--- src/rtl/lsu_mw.sv ---
// ---------------------------------------------------------------------------
// lsu_mw -- load/store unit for the MW stage of the 3-stage RV32I pipeline.
//
// Takes a load or store from the MW pipeline register and runs one req/ack
// transaction on the data bus. It formats the byte enables and the
// lane-replicated write data, and sign- or zero-extends the load data. While
// an access is in flight, Stall_MW holds the MW register. The access
// completes with a single-cycle lsu_valid pulse.
//
// Optional feature macro: LSU_MISALIGN_TRAP_EN
//   When defined, a misaligned H/HU/W access skips the bus and completes
//   with lsu_misalign=1. When undefined, lsu_misalign is tied 0 and the
//   low address bits a halfword/word access does not use are ignored.
//
// Parameters:
//   TIMEOUT_CYCLES  REQ cycles without dbus_ack before the access is aborted
//                   with a bus error (1..65535).
//
// Ports:
//   clk, rst        clock, synchronous active-high reset
//   mem_rd_MW       MW stage holds a load
//   mem_wr_MW       MW stage holds a store
//   funct3_MW       size/sign: 000=B 001=H 010=W 100=BU 101=HU (others = W)
//   ALUResult_MW    effective byte address
//   rdata2_MW       store data
//   Stall_MW        hold MW register and upstream stages (combinational)
//   lsu_rdata       extended load result, valid with lsu_valid
//   lsu_valid       one-cycle completion pulse
//   lsu_buserr      with lsu_valid: access timed out
//   lsu_misalign    with lsu_valid: misaligned access (macro build only)
//   dbus_*          data bus master; read data is valid with dbus_ack
// ---------------------------------------------------------------------------
module lsu_mw #(
  parameter int unsigned TIMEOUT_CYCLES = 255
) (
  input  logic        clk,
  input  logic        rst,
  input  logic        mem_rd_MW,
  input  logic        mem_wr_MW,
  input  logic [2:0]  funct3_MW,
  input  logic [31:0] ALUResult_MW,
  input  logic [31:0] rdata2_MW,
  output logic        Stall_MW,
  output logic [31:0] lsu_rdata,
  output logic        lsu_valid,
  output logic        lsu_buserr,
  output logic        lsu_misalign,
  output logic        dbus_req,
  output logic        dbus_we,
  output logic [31:0] dbus_addr,
  output logic [3:0]  dbus_be,
  output logic [31:0] dbus_wdata,
  input  logic        dbus_ack,
  input  logic [31:0] dbus_rdata
);

  typedef enum logic [1:0] {
    S_IDLE = 2'd0,
    S_REQ  = 2'd1,
    S_DONE = 2'd2
  } state_t;

  // Last counter value of the REQ window: the abort fires in the
  // TIMEOUT_CYCLES-th request cycle if no ack has arrived.
  localparam logic [15:0] TO_LAST = 16'(TIMEOUT_CYCLES - 1);

  state_t      state_q, state_d;
  logic [15:0] cnt_q, cnt_d;
  logic        we_q, we_d;
  logic [31:0] addr_q, addr_d;
  logic [3:0]  be_q, be_d;
  logic [31:0] wdata_q, wdata_d;
  logic [2:0]  f3_q, f3_d;
  logic [1:0]  lane_q, lane_d;
  logic [31:0] rdata_q, rdata_d;
  logic        err_q, err_d;

  logic        start_op;
  logic [1:0]  a_in;
  logic        is_byte_in;
  logic        is_half_in;
  logic [3:0]  be_fmt;
  logic [31:0] wdata_fmt;
  logic [7:0]  byte_sel;
  logic [15:0] half_sel;
  logic [31:0] load_ext;

  assign start_op   = mem_rd_MW | mem_wr_MW;
  assign a_in       = ALUResult_MW[1:0];
  assign is_byte_in = (funct3_MW == 3'b000) || (funct3_MW == 3'b100);
  assign is_half_in = (funct3_MW == 3'b001) || (funct3_MW == 3'b101);

`ifdef LSU_MISALIGN_TRAP_EN
  logic mis_q, mis_d;
  logic mis_in;
  // Halfwords need a[0]=0; anything that decodes as a word needs a=00.
  assign mis_in = (is_half_in & a_in[0]) |
                  (~is_half_in & ~is_byte_in & (a_in != 2'b00));
`endif

  // Store formatting: lane-replicated data, enables select the lanes.
  // Loads always read the full word and extract afterwards.
  always_comb begin
    be_fmt    = 4'b1111;
    wdata_fmt = rdata2_MW;
    if (is_byte_in) begin
      be_fmt    = 4'b0001 << a_in;
      wdata_fmt = {4{rdata2_MW[7:0]}};
    end else if (is_half_in) begin
      be_fmt    = a_in[1] ? 4'b1100 : 4'b0011;
      wdata_fmt = {2{rdata2_MW[15:0]}};
    end
    if (mem_rd_MW) begin
      be_fmt = 4'b1111;
    end
  end

  // Load extraction from the latched lane and access type.
  always_comb begin
    byte_sel = dbus_rdata[{lane_q, 3'b000} +: 8];
    half_sel = lane_q[1] ? dbus_rdata[31:16] : dbus_rdata[15:0];
    case (f3_q)
      3'b000:  load_ext = {{24{byte_sel[7]}}, byte_sel};
      3'b100:  load_ext = {24'd0, byte_sel};
      3'b001:  load_ext = {{16{half_sel[15]}}, half_sel};
      3'b101:  load_ext = {16'd0, half_sel};
      default: load_ext = dbus_rdata;
    endcase
  end

  // Next-state logic.
  always_comb begin
    state_d = state_q;
    cnt_d   = cnt_q;
    we_d    = we_q;
    addr_d  = addr_q;
    be_d    = be_q;
    wdata_d = wdata_q;
    f3_d    = f3_q;
    lane_d  = lane_q;
    rdata_d = rdata_q;
    err_d   = err_q;
`ifdef LSU_MISALIGN_TRAP_EN
    mis_d   = mis_q;
`endif
    case (state_q)
      S_IDLE: begin
        if (start_op) begin
          we_d    = mem_wr_MW;
          addr_d  = {ALUResult_MW[31:2], 2'b00};
          be_d    = be_fmt;
          wdata_d = wdata_fmt;
          f3_d    = funct3_MW;
          lane_d  = a_in;
          cnt_d   = 16'd0;
          err_d   = 1'b0;
          state_d = S_REQ;
`ifdef LSU_MISALIGN_TRAP_EN
          mis_d = 1'b0;
          if (mis_in) begin
            // Trap without touching the bus.
            mis_d   = 1'b1;
            rdata_d = 32'd0;
            state_d = S_DONE;
          end
`endif
        end
      end
      S_REQ: begin
        if (dbus_ack) begin
          rdata_d = we_q ? 32'd0 : load_ext;
          state_d = S_DONE;
        end else if (cnt_q == TO_LAST) begin
          rdata_d = 32'd0;
          err_d   = 1'b1;
          state_d = S_DONE;
        end else begin
          cnt_d = cnt_q + 16'd1;
        end
      end
      S_DONE: begin
        // The MW register advances at the end of this cycle, so a held op
        // seen in IDLE next cycle is a new instruction.
        state_d = S_IDLE;
      end
      default: begin
        state_d = S_IDLE;
      end
    endcase
  end

  always_ff @(posedge clk) begin
    if (rst) begin
      state_q <= S_IDLE;
      cnt_q   <= 16'd0;
      we_q    <= 1'b0;
      addr_q  <= 32'd0;
      be_q    <= 4'd0;
      wdata_q <= 32'd0;
      f3_q    <= 3'd0;
      lane_q  <= 2'd0;
      rdata_q <= 32'd0;
      err_q   <= 1'b0;
    end else begin
      state_q <= state_d;
      cnt_q   <= cnt_d;
      we_q    <= we_d;
      addr_q  <= addr_d;
      be_q    <= be_d;
      wdata_q <= wdata_d;
      f3_q    <= f3_d;
      lane_q  <= lane_d;
      rdata_q <= rdata_d;
      err_q   <= err_d;
    end
  end

`ifdef LSU_MISALIGN_TRAP_EN
  always_ff @(posedge clk) begin
    if (rst) begin
      mis_q <= 1'b0;
    end else begin
      mis_q <= mis_d;
    end
  end
  assign lsu_misalign = (state_q == S_DONE) & mis_q;
`else
  assign lsu_misalign = 1'b0;
`endif

  assign Stall_MW   = ((state_q == S_IDLE) & start_op) | (state_q == S_REQ);
  assign lsu_valid  = (state_q == S_DONE);
  assign lsu_buserr = (state_q == S_DONE) & err_q;
  assign lsu_rdata  = rdata_q;

  // Bus outputs come straight from registers, so they are stable in REQ.
  assign dbus_req   = (state_q == S_REQ);
  assign dbus_we    = we_q;
  assign dbus_addr  = addr_q;
  assign dbus_be    = be_q;
  assign dbus_wdata = wdata_q;

endmodule

--- config.mk ---
export PLATFORM = sky130hd
export DESIGN_NAME = lsu_mw
export DESIGN_NICKNAME = d
export VERILOG_FILES = /design/src/rtl/lsu_mw.sv
export SDC_FILE = /design/constraint.sdc
export NUM_CORES = 1
export LEC_CHECK = 0
export BUFFER_PORTS_ARGS = -buffer_cell sky130_fd_sc_hd__buf_4
export CAP_MARGIN = 30
export CORE_UTILIZATION = 43
export DETAILED_ROUTE_END_ITERATION = 7
export GPL_ROUTABILITY_DRIVEN = 0
export MAX_ROUTING_LAYER = met4
export PLACE_DENSITY = 0.72
export SYNTH_ARGS = -nofsm -noshare
export SYNTH_HDL_FRONTEND = slang
export SYNTH_SLANG_ARGS = --single-unit
--- constraint.sdc ---
create_clock -name clk -period 6.1 [get_ports clk]
set_input_delay 1.22 -clock clk [delete_from_list [all_inputs] [get_ports clk]]
set_output_delay 1.22 -clock clk [all_outputs]
set_load 0.01 [all_outputs]
==> impl_results.md, run 1 <==
- Result of the run: complete, no violations
- Metal-1 WL: about 7000 microns
- Core Area: between 10000 and 15000 sq um
- Worst hold path type: flop to flop
- Post-route ant nets: 0
- CTS Buf Count: 17
- Full die area: 13010 sq um
- DR vias/cell: 5.359
- CP Capture Type: primary output
- Clock sink count: 123
- Initial antenna violation count: 0
- Slack of the critical path: 2580 ps
- DRC: 0
- Mapped Cells: 683
- List of most frequent post-synthesis cells: nand2_1 (178), dfxtp_1 (123), a21oi_1 (78)
- Int Power: 1.673 mW
- Final worst path period share: between 50 and 60%
- Most common cell in the netlist: nand2_1
- CP Buf/Inv Count: 3
- CTS resizes: 0
- Fmax: roughly 280 MHz
- Synth cell types: 52
- Vias in the first global route: 5331
- Post-synth EDFFs: 0
- Worst skew pair latency: 420 ps
- Final instance area: 7561 sq um
- Setup repair bufs after CTS: 0
- Top layer in use: met4
- Relative slew slack: 33.62%
- DP Wirelength: 11580 microns
- Ys async rst share: 0%
- Clock share of power: between 40% and 50%
- Share of layout cells above drive strength 1: 29.18%
- Fin. Hold Viols: 0
- GRT Total Usage: 26.65%
- Nets: just under 1000
- Data arrival time of the worst path: 2300 ps
- Mean Syn Cell Area: roughly 8 sq um
- Drt pass-1 iters: 6
- First-pass GRT wire length: 26220 microns
- Area share of the leading cell type in the synthesized netlist: 45.59%
- PwrDens: 299.5 nW/um^2
- Antenna Cells: 0
- Area growth, synth to finish: 39.98%
- Clock Skews: 6.357 ps
- Die Span X: 114.1 microns
- Congestion Overflow GR: 0
- Critical path type: input port to primary output
- Crit path max-delay cell type: buf_4
- Crit-path most repeated cell: buf_4
- CP required: slightly below 5000 ps
- Row count: 40
- Final WL: about 16000 microns
- CP delay by family, top: buffers and inverters
- CP Cell Sequence: buf_4 > o21ai_4 > buf_4 > nand2_1 > buf_4
- Detail Route met2 WL: 8061 microns
- MaxCap Viol Count: 0
- Net Sw Frac: 26.12%
- Max rail drop VDD: about 0.23 mV
- Clock tree from TritonCTS: yes
- Io pins: 210
- #FFs+latches synth: 123
- Fin util: 62.43%
- Final Max Slew Viols: 0
- Initial core utilization: 44.60%
- Leakage power: 3.211 nW
- Logic pwr share: 16.7%
- CP Launch Type: input port
- CP max stage delay: just under 500 ps
- Net switching power figure: 591.5 uW
- Reg clk slew, reported paths: 50 ps
- Sequential area share after synthesis: 45.59%
- 1st-iter DRT viols: 455
- CP max FO: 55
- Setup Viol. Count Final: 0
- Ys Warns: 0
- Post-CTS Hold Buffers: 0
- RSZ-0062 raised after global routing: false
- Top post-synthesis cells by area: dfxtp_1 (46%), nand2_1 (12%), a21oi_1 (7.2%)
- Pin count of the biggest net entering global routing: a little over 90
- DR WL/cell: 15.79 microns
- Setup TNS Final: 0 ps
- Sequential cell fraction of total power: approximately 40%
- Yosys top cell by area: dfxtp_1
- Via count: 5584
- Min Tclk post-route: 3520 ps
- Root buffer cell: clkbuf_16
- Buffers added on ports: 206
- Post-Syn Area: 5401 sq um
- Slew @ Worst Pin: around 1000 ps
- Ys flop type: dfxtp_1
- Die Ht: 114.1 microns
- Met3 wire length: 1261 microns
- Dpl ws: 2595 ps
- Clk buf depth: 2
- Placed standard-cell area: 6979 sq um
- CTS H-tree lvls: 4
==> power groups by stage <==
stage	clock, mW	combinational [mW]	sequential (mW)
floorplan	0	0.180	0.927
global placement	0	0.368	0.914
detailed placement	0	0.376	0.916
CTS	1.00	0.378	0.900
global route	1.04	0.413	0.908
finish	0.986	0.377	0.901
==> flip-flops by register name, summed over array words and instances, names as in the netlist <==
| register | count |
|---|---|
| dbus_be | 4 |
| lane_q | 2 |
| dbus_wdata | 32 |
| err_q | 1 |
| cnt_q | 16 |
| dbus_we | 1 |
| lsu_rdata | 32 |
| dbus_addr | 30 |
| state_q | 2 |
| f3_q | 3 |
==> per-layer routing <==
metal | vias to the layer above | GRT usage, %
met4 | 0 | 11.95
met5 | - | -
met3 | 26 | 7.464
met1 | 2604 | 31.88
met2 | 228 | 41.82
li1 | 2726 | -
==> metrics by stage <==
stage	instances	total power [mW]	hold WS, ps
finish	1042	2.265	439.7
global route	1042	2.356	468.1
CTS	1042	2.278	444.6
detailed placement	1010	1.291	436.1
global placement	1010	1.281	432.2
floorplan	685	1.107	420.9
==> cell families (layout without fill, tap and decap cells) <==
logic type / after synthesis / in the layout / share of synthesized area (%)
compound gates: 182 / 182 / 20.32
xor+xnor: 11 / 11 / 1.784
fa+ha+maj: 2 / 2 / 0.4632
buf+inv: 63 / 252 / 4.864
flops: 123 / 123 / 45.59
mux: 26 / 26 / 5.212
other cells: 1 / 3 / 0.06943
simple gates: 275 / 275 / 21.70
==> final timing paths <==
check,slack [ps],cells past startpoint,start,endpoint
hold / removal,440,2,err_q,err_q
setup / recovery,2580,5,mem_wr_MW,Stall_MW
hold reg to reg,440,2,err_q,err_q
setup reg to reg,3530,4,f3_q[1],lsu_rdata[31]
==> final cells by class <==
type | instances | area (sq um)
Fill cell | 1087 | 4551
Multi-Input combinational cell | 499 | 2696
Sequential cell | 123 | 2462
Timing Repair Buffer | 209 | 1569
Clock buffer | 24 | 491.7
Tap cell | 168 | 210.2
Clock inverter | 8 | 90.09
Inverter | 11 | 41.29
==> cells in the final DEF, fill, tap and decap left out, drive strengths merged, types with 8 or more instances in the layout <==
cell type | Yosys | routed
buf | 16 | 209
nand2 | 178 | 178
dfxtp | 123 | 123
a21oi | 78 | 78
nor2 | 40 | 40
o21ai | 36 | 36
clkbuf | 36 | 24
mux2i | 18 | 18
a31oi | 16 | 16
nand3 | 14 | 14
o22ai | 13 | 13
a211oi | 11 | 11
nand2b | 10 | 10
xnor2 | 10 | 10
inv | 10 | 10
a311oi | 8 | 8
nor3 | 8 | 8
==> worst register-to-register path, cell delays in order, from the launching register on <==
cell,delay (ps)
dfxtp_1,760
clkinv_1,480
nor3_2,890
nand2_1,170
a31oi_1,190
Note: power is estimated with default switching activity, not from simulation.
==> run 2, diff against run 1 <==
--- a/config.mk
+++ b/config.mk
@@ -5,13 +5,14 @@
 export SDC_FILE = /design/constraint.sdc
 export NUM_CORES = 1
 export LEC_CHECK = 0
+export ABC_AREA = 1
 export BUFFER_PORTS_ARGS = -buffer_cell sky130_fd_sc_hd__buf_4
 export CAP_MARGIN = 30
 export CORE_UTILIZATION = 43
 export DETAILED_ROUTE_END_ITERATION = 7
 export GPL_ROUTABILITY_DRIVEN = 0
 export MAX_ROUTING_LAYER = met4
-export PLACE_DENSITY = 0.72
+export PLACE_DENSITY = 0.74
 export SYNTH_ARGS = -nofsm -noshare
 export SYNTH_HDL_FRONTEND = slang
 export SYNTH_SLANG_ARGS = --single-unit
==> constraint.sdc (replaced) <==
create_clock -name clk -period 3 [get_ports clk]
set_input_delay 0.6 -clock clk [delete_from_list [all_inputs] [get_ports clk]]
set_output_delay 0.6 -clock clk [all_outputs]
set_load 0.01 [all_outputs]
==> impl_results.md, run 2 <==
- Result of the run: complete, no violations
- CP Cell Sequence: inv_2 > nand2_1 > inv_2 > buf_4
- Met3 wire length: 1514 microns (+20%)
- Mapped Cells: 828 (+21%)
- CP Buf/Inv Count: 3 (unchanged)
- Multi-input combinational cell area: 2858 sq um (+6.0%)
- Via count: 6226 (+11%)
- Die Span X: 118.3 microns (+3.7%)
- Root buffer cell: clkbuf_16
- CTS resizes: 0 (unchanged)
- Area growth, synth to finish: 37.33%
- Crit path max-delay cell type: dfxtp_1
- CP Capture Type: primary output
- Commonest non-fill, non-tap cells in the layout: buf_4 (215), nand2_1 (158), nor2_1 (130), dfxtp_1 (123), a21oi_1 (82)
- CP max stage delay: 360 ps (-130 ps)
- Detail Route met2 WL: 8075 microns (+0.17%)
- Leakage power: 3.589 nW (+12%)
- Fmax: between 400 and 500 MHz
- Sequential area share after synthesis: 42.34% (-3.2 points)
- Post-CTS Hold Buffers: 0 (unchanged)
- DRC: 0 (unchanged)
- DR vias/cell: 5.175 (-3.4%)
- Setup TNS Final: 0 ps (unchanged)
- Mean Syn Cell Area: 7.024 sq um (-11%)
- Most common cell in the netlist: nand2_1
- CTS H-tree lvls: 4 (unchanged)
- Fin util: 60.55% (-1.9 points)
- Clk buf depth: 2 (unchanged)
- CP required: 2400 ps (-2480 ps)
- Full die area: 13990 sq um (+7.5%)
- CTS Buf Count: 17 (unchanged)
- Clock sink count: 123 (unchanged)
- DP Wirelength: 12470 microns (+7.6%)
- Data arrival time of the worst path: 1540 ps (-760 ps)
- Vias in the first global route: 5779 (+8.4%)
- Die Ht: 118.3 microns (+3.7%)
- Top layer in use: met4
- Yosys top cell by area: dfxtp_1
- CP Launch Type: flop
- Core Area: 13190 sq um (+8.9%)
- PwrDens: 605.7 nW/um^2 (+100%)
- Drt pass-1 iters: 5 (-1)
- Buffers added on ports: 206 (unchanged)
- Ys Warns: 0 (unchanged)
- Area share of the leading cell type in the synthesized netlist: 42.34% (-3.2 points)
- RSZ-0062 raised after global routing: false
- Post-Syn Area: 5816 sq um (+7.7%)
- Relative slew slack: 56.71% (+23 points)
- Crit-path most repeated cell: inv_2
- Ys flop type: dfxtp_1
- Nets: 1121 (+16%)
- Min Tclk post-route: ~2100 ps
- Register area: 2462 sq um (unchanged)
- Io pins: 210 (unchanged)
- Ys async rst share: 0% (unchanged)
- Initial antenna violation count: 0 (unchanged)
- Antenna Cells: 0 (unchanged)
- Final instance area: 7986 sq um (+5.6%)
- First-pass GRT wire length: 28190 microns (+7.5%)
- Congestion Overflow GR: 0 (unchanged)
- Layout filler cell count: 1234 (+14%)
- Share of layout cells above drive strength 1: 28.53% (-0.65 points)
- Top post-synthesis cells by area: dfxtp_1 (42%), nand2_1 (10%), nor2_1 (8.4%)
- GRT Total Usage: 25.97% (-0.67 points)
- Clock tree from TritonCTS: yes
- Placed standard-cell area: 7408 sq um (+6.1%)
- Synth cell types: 37 (-29%)
- Row count: 42 (+5.0%)
- Total Power: 4.838 mW (+110%)
- DR WL/cell: 14.59 microns (-7.6%)
- Post-synth EDFFs: 0 (unchanged)
- List of most frequent post-synthesis cells: nand2_1 (158), nor2_1 (130), dfxtp_1 (123)
- Fin. Hold Viols: 0 (unchanged)
- Worst skew pair latency: 420 ps (about the same)
- Final worst path period share: 71.20%
- Final Max Slew Viols: 0 (unchanged)
- Final WL: 17560 microns (+6.7%)
- Setup repair bufs after CTS: 0 (unchanged)
- Initial core utilization: 44.09% (-0.51 points)
- Clock Skews: 8.827 ps (+2.469 ps)
- Slew @ Worst Pin: 648.3 ps (-347.4 ps)
- Placed cells: 1172 (+16%)
- Critical path type: flop to primary output
- CP delay by family, top: buffers and inverters
- Pin count of the biggest net entering global routing: 71 (-24%)
- Setup Viol. Count Final: 0 (unchanged)
- Post-route ant nets: 0 (unchanged)
- Most common cell after layout, fill and taps aside: buf_4
- Metal-1 WL: 7572 microns (+10%)
- CP max FO: 11 (-80%)
- 1st-iter DRT viols: 407 (-11%)
- Non-filler cells, final: 1203 (+15%)
- Reg clk slew, reported paths: 60 ps (about the same)
- Worst hold path type: input port to flop
- #FFs+latches synth: 123 (unchanged)
- MaxCap Viol Count: 0 (unchanged)
- Max rail drop VDD: 0.3471 mV (+49%)
[run 2: changes by cell type after synthesis, sizes merged, moves of 11 or more]
cell / change
a21oi: +13
buf: +11
clkbuf: -13
inv: +49
mux2i: -18
nand2: -13
nand3: +36
nor2: +97
o211ai: +14
o21ai: +54
[run 2: per-layer routing]
layer,track usage (%),vias up
met2,40.04,274
met4,11.46,0
met1,32.23,2824
met5,-,-
li1,-,3097
met3,6.274,31
[run 2: worst min-delay path: stages]
cell and delay [ps]:
buf_4 70, o21ai_0 70, nor2_1 70
[run 2: cell families (layout without fill, tap and decap cells)]
logic type	Yosys count	count (layout)	share of synthesized area, %
and+or+nand+nor	369	369	27.00
AOI/OAI and AO/OA	218	218	20.91
DFF	123	123	42.34
xor gates and xnor gates	4	4	0.6023
other	1	3	0.06448
buffers and inverters	111	308	8.649
adders and majority gates	2	2	0.4302
[run 2: worst paths after layout]
check,start,end,slack (ps),cells past startpoint
hold / removal,ALUResult_MW[23],dbus_addr[23],430,3
setup / recovery,state_q[1],dbus_req,860,4
hold reg to reg,lsu_rdata[26],lsu_rdata[26],470,2
setup reg to reg,cnt_q[0],lsu_rdata[15],1020,10
[run 2: report_power, final]
part	internal, mW	switching [mW]	total, mW
Combinational	0.414	0.550	0.964
Clock	1.26	0.757	2.01
Sequential	1.77	0.0854	1.86
Total	3.45	1.39	4.84
[run 2: through the flow]
step	worst slack, ps	hold WS (ps)
after CTS	841.3	419.8
after global placement	1076	453.9
after global routing	760.6	434.4
after floorplan	1397	432.7
after detailed placement	1047	458.1
final	864.1	430.3
[run 2: area by class of cell]
type,instances,share of cell area (%)
clock buffer,20,5.718
clock inverter,11,1.520
inverter,61,2.930
multi-input combinational,596,35.78
sequential,123,30.83
tap,176,2.757
timing repair buffer,216,20.46
==> run 3, diff against run 2 <==
--- a/config.mk
+++ b/config.mk
@@ -12,7 +12,7 @@
 export DETAILED_ROUTE_END_ITERATION = 7
 export GPL_ROUTABILITY_DRIVEN = 0
 export MAX_ROUTING_LAYER = met4
-export PLACE_DENSITY = 0.74
+export PLACE_DENSITY = 0.71
 export SYNTH_ARGS = -nofsm -noshare
 export SYNTH_HDL_FRONTEND = slang
 export SYNTH_SLANG_ARGS = --single-unit
==> constraint.sdc (replaced) <==
create_clock -name clk -period 2.1 [get_ports clk]
set_input_delay 0.42 -clock clk [delete_from_list [all_inputs] [get_ports clk]]
set_output_delay 0.42 -clock clk [all_outputs]
set_load 0.01 [all_outputs]
==> impl_results.md, run 3 (synthesized netlist as in run 2, its figures left out) <==
- Result of the run: complete, no violations
- DR vias/cell: 5.118 (-1.1%)
- Reg clk slew, reported paths: 60 ps (about the same)
- Post-CTS Hold Buffers: 0 (unchanged)
- DR WL/cell: 14.65 microns (+0.38%)
- Die Ht: 118.3 microns (unchanged)
- Min Tclk post-route: ~1800 ps
- Max rail drop VDD: 0.4837 mV (+39%)
- Final worst path period share: 86.28%
- Relative slew slack: 63.20% (+6.5 points)
- Final Max Slew Viols: 0 (unchanged)
- 1st-iter DRT viols: 409 (+0.49%)
- Congestion Overflow GR: 0 (unchanged)
- Fin. Hold Viols: 0 (unchanged)
- Total Power: 7.166 mW (+48%)
- Crit path max-delay cell type: dfxtp_1
- Setup TNS Final: 0 ps (unchanged)
- MaxCap Viol Count: 0 (unchanged)
- Full die area: 13990 sq um (unchanged)
- Net Sw Frac: 27.71% (-1.1 points)
- Nets: 1127 (+0.54%)
- Io pins: 210 (unchanged)
- Pin count of the biggest net entering global routing: 72 (+1.4%)
- Core Area: 13190 sq um (unchanged)
- Vias in the first global route: 5680 (-1.7%)
- Final WL: 17730 microns (+0.96%)
- Antenna Cells: 0 (unchanged)
- Via count: 6193 (-0.53%)
- Metal-1 WL: 7639 microns (+0.88%)
- Die Span X: 118.3 microns (unchanged)
- Root buffer cell: clkbuf_16
- CP max stage delay: 350 ps (about the same)
- Commonest non-fill, non-tap cells in the layout: buf_4 (219), nand2_1 (158), nor2_1 (130), dfxtp_1 (123), a21oi_1 (82)
- Clk buf depth: 2 (unchanged)
- Worst skew pair latency: 420 ps (about the same)
- Initial core utilization: 44.09% (unchanged)
- CP Cell Sequence: inv_2 > nand2_1 > buf_4 > nand2_1 > buf_4
- Clock Skews: 7.687 ps (-1.140 ps)
- Buffers added on ports: 206 (unchanged)
- CP required: 1680 ps (-720 ps)
- Post-route ant nets: 0 (unchanged)
- CP Capture Type: primary output
- DP Wirelength: 12360 microns (-0.86%)
- Slew @ Worst Pin: 552.0 ps (-96.38 ps)
- Sequential cell fraction of total power: 37.1% (-1.3 points)
- PwrDens: 884.2 nW/um^2 (+46%)
- Worst hold path type: input port to flop
- Most common cell after layout, fill and taps aside: buf_4
- Top layer in use: met4
- Logic pwr share: 19.5% (-0.4 points)
- Clock tree from TritonCTS: yes
- Clock share of power: 43.4% (+1.8 points)
- CP max FO: 10 (-1)
- Data arrival time of the worst path: 1390 ps (-150 ps)
- First-pass GRT wire length: 28660 microns (+1.7%)
- CTS H-tree lvls: 4 (unchanged)
- Fmax: 551.9 MHz
- CTS resizes: 0 (unchanged)
- CP Launch Type: flop
- DRC: 0 (unchanged)
- Row count: 42 (unchanged)
- Int Power: 5.180 mW (+50%)
- Net switching power figure: 1.986 mW (+43%)
- CTS Buf Count: 17 (unchanged)
- Share of layout cells above drive strength 1: 29.01% (+0.48 points)
- Setup repair bufs after CTS: 0 (unchanged)
- RSZ-0062 raised after global routing: false
- Drt pass-1 iters: 5 (unchanged)
- GRT Total Usage: 26.63% (+0.65 points)
- Initial antenna violation count: 0 (unchanged)
- Leakage power: 3.651 nW (+1.7%)
- Clock sink count: 123 (unchanged)
- Met3 wire length: 1551 microns (+2.4%)
- Detail Route met2 WL: 8282 microns (+2.6%)
- Setup Viol. Count Final: 0 (unchanged)
- Area growth, synth to finish: 39.35%
- Critical path type: flop to primary output
## run 3: worst max-delay path, delay by kind of cell, from the launching register on
| family | cells | cell delay, ps |
|---|---|---|
| buffers and inverters | 3 | 420 |
| DFF | 1 | 350 |
| and+or+nand+nor | 2 | 200 |
## run 3: per-stage QoR
step	hold WS [ps]	utilization [%]	setup slack, ps	cell area (sq um)	instances
finish	248.7	61.44	288.2	8104	1210
global route	252.3	61.44	112.5	8104	1210
CTS	236.5	61.44	263.8	8104	1210
detailed placement	454.7	56.70	304.0	7478	1178
global placement	451.0	56.70	358.4	7478	1178
floorplan	432.7	-	640.4	5823	830
## run 3: metal layers
| layer | up-vias | track usage, % |
|---|---|---|
| li1 | 3112 | - |
| met1 | 2816 | 33.27 |
| met2 | 245 | 41.29 |
| met3 | 20 | 7.288 |
| met4 | 0 | 9.215 |
| met5 | - | - |
## run 3: power by group through the flow
stage | clock network [mW] | logic [mW] | registers (mW)
CTS | 3.16 | 1.40 | 2.66
floorplan | 0 | 0.700 | 2.76
global placement | 0 | 1.39 | 2.70
global route | 3.28 | 1.54 | 2.68
finish | 3.11 | 1.40 | 2.66
detailed placement | 0 | 1.39 | 2.70
## run 3: cell type report
class                      instances  area [sq um]
timing repair buffer             222          1704
tap                              176         220.2
clock buffer                      20         456.7
fill                            1263          5086
multi-input combinational        596          2858
sequential                       123          2462
inverter                          61         234.0
clock inverter                    12         168.9
## run 3: path summary, 6_finish.rpt
path | start | end | slack [ps] | cells past startpoint
worst max-delay path | state_q[1] | Stall_MW | 290 | 5
worst min-delay path | ALUResult_MW[13] | dbus_addr[13] | 250 | 3
worst max register to register | cnt_q[0] | lsu_rdata[3] | 310 | 10
worst min register to register | lsu_rdata[20] | lsu_rdata[20] | 460 | 2
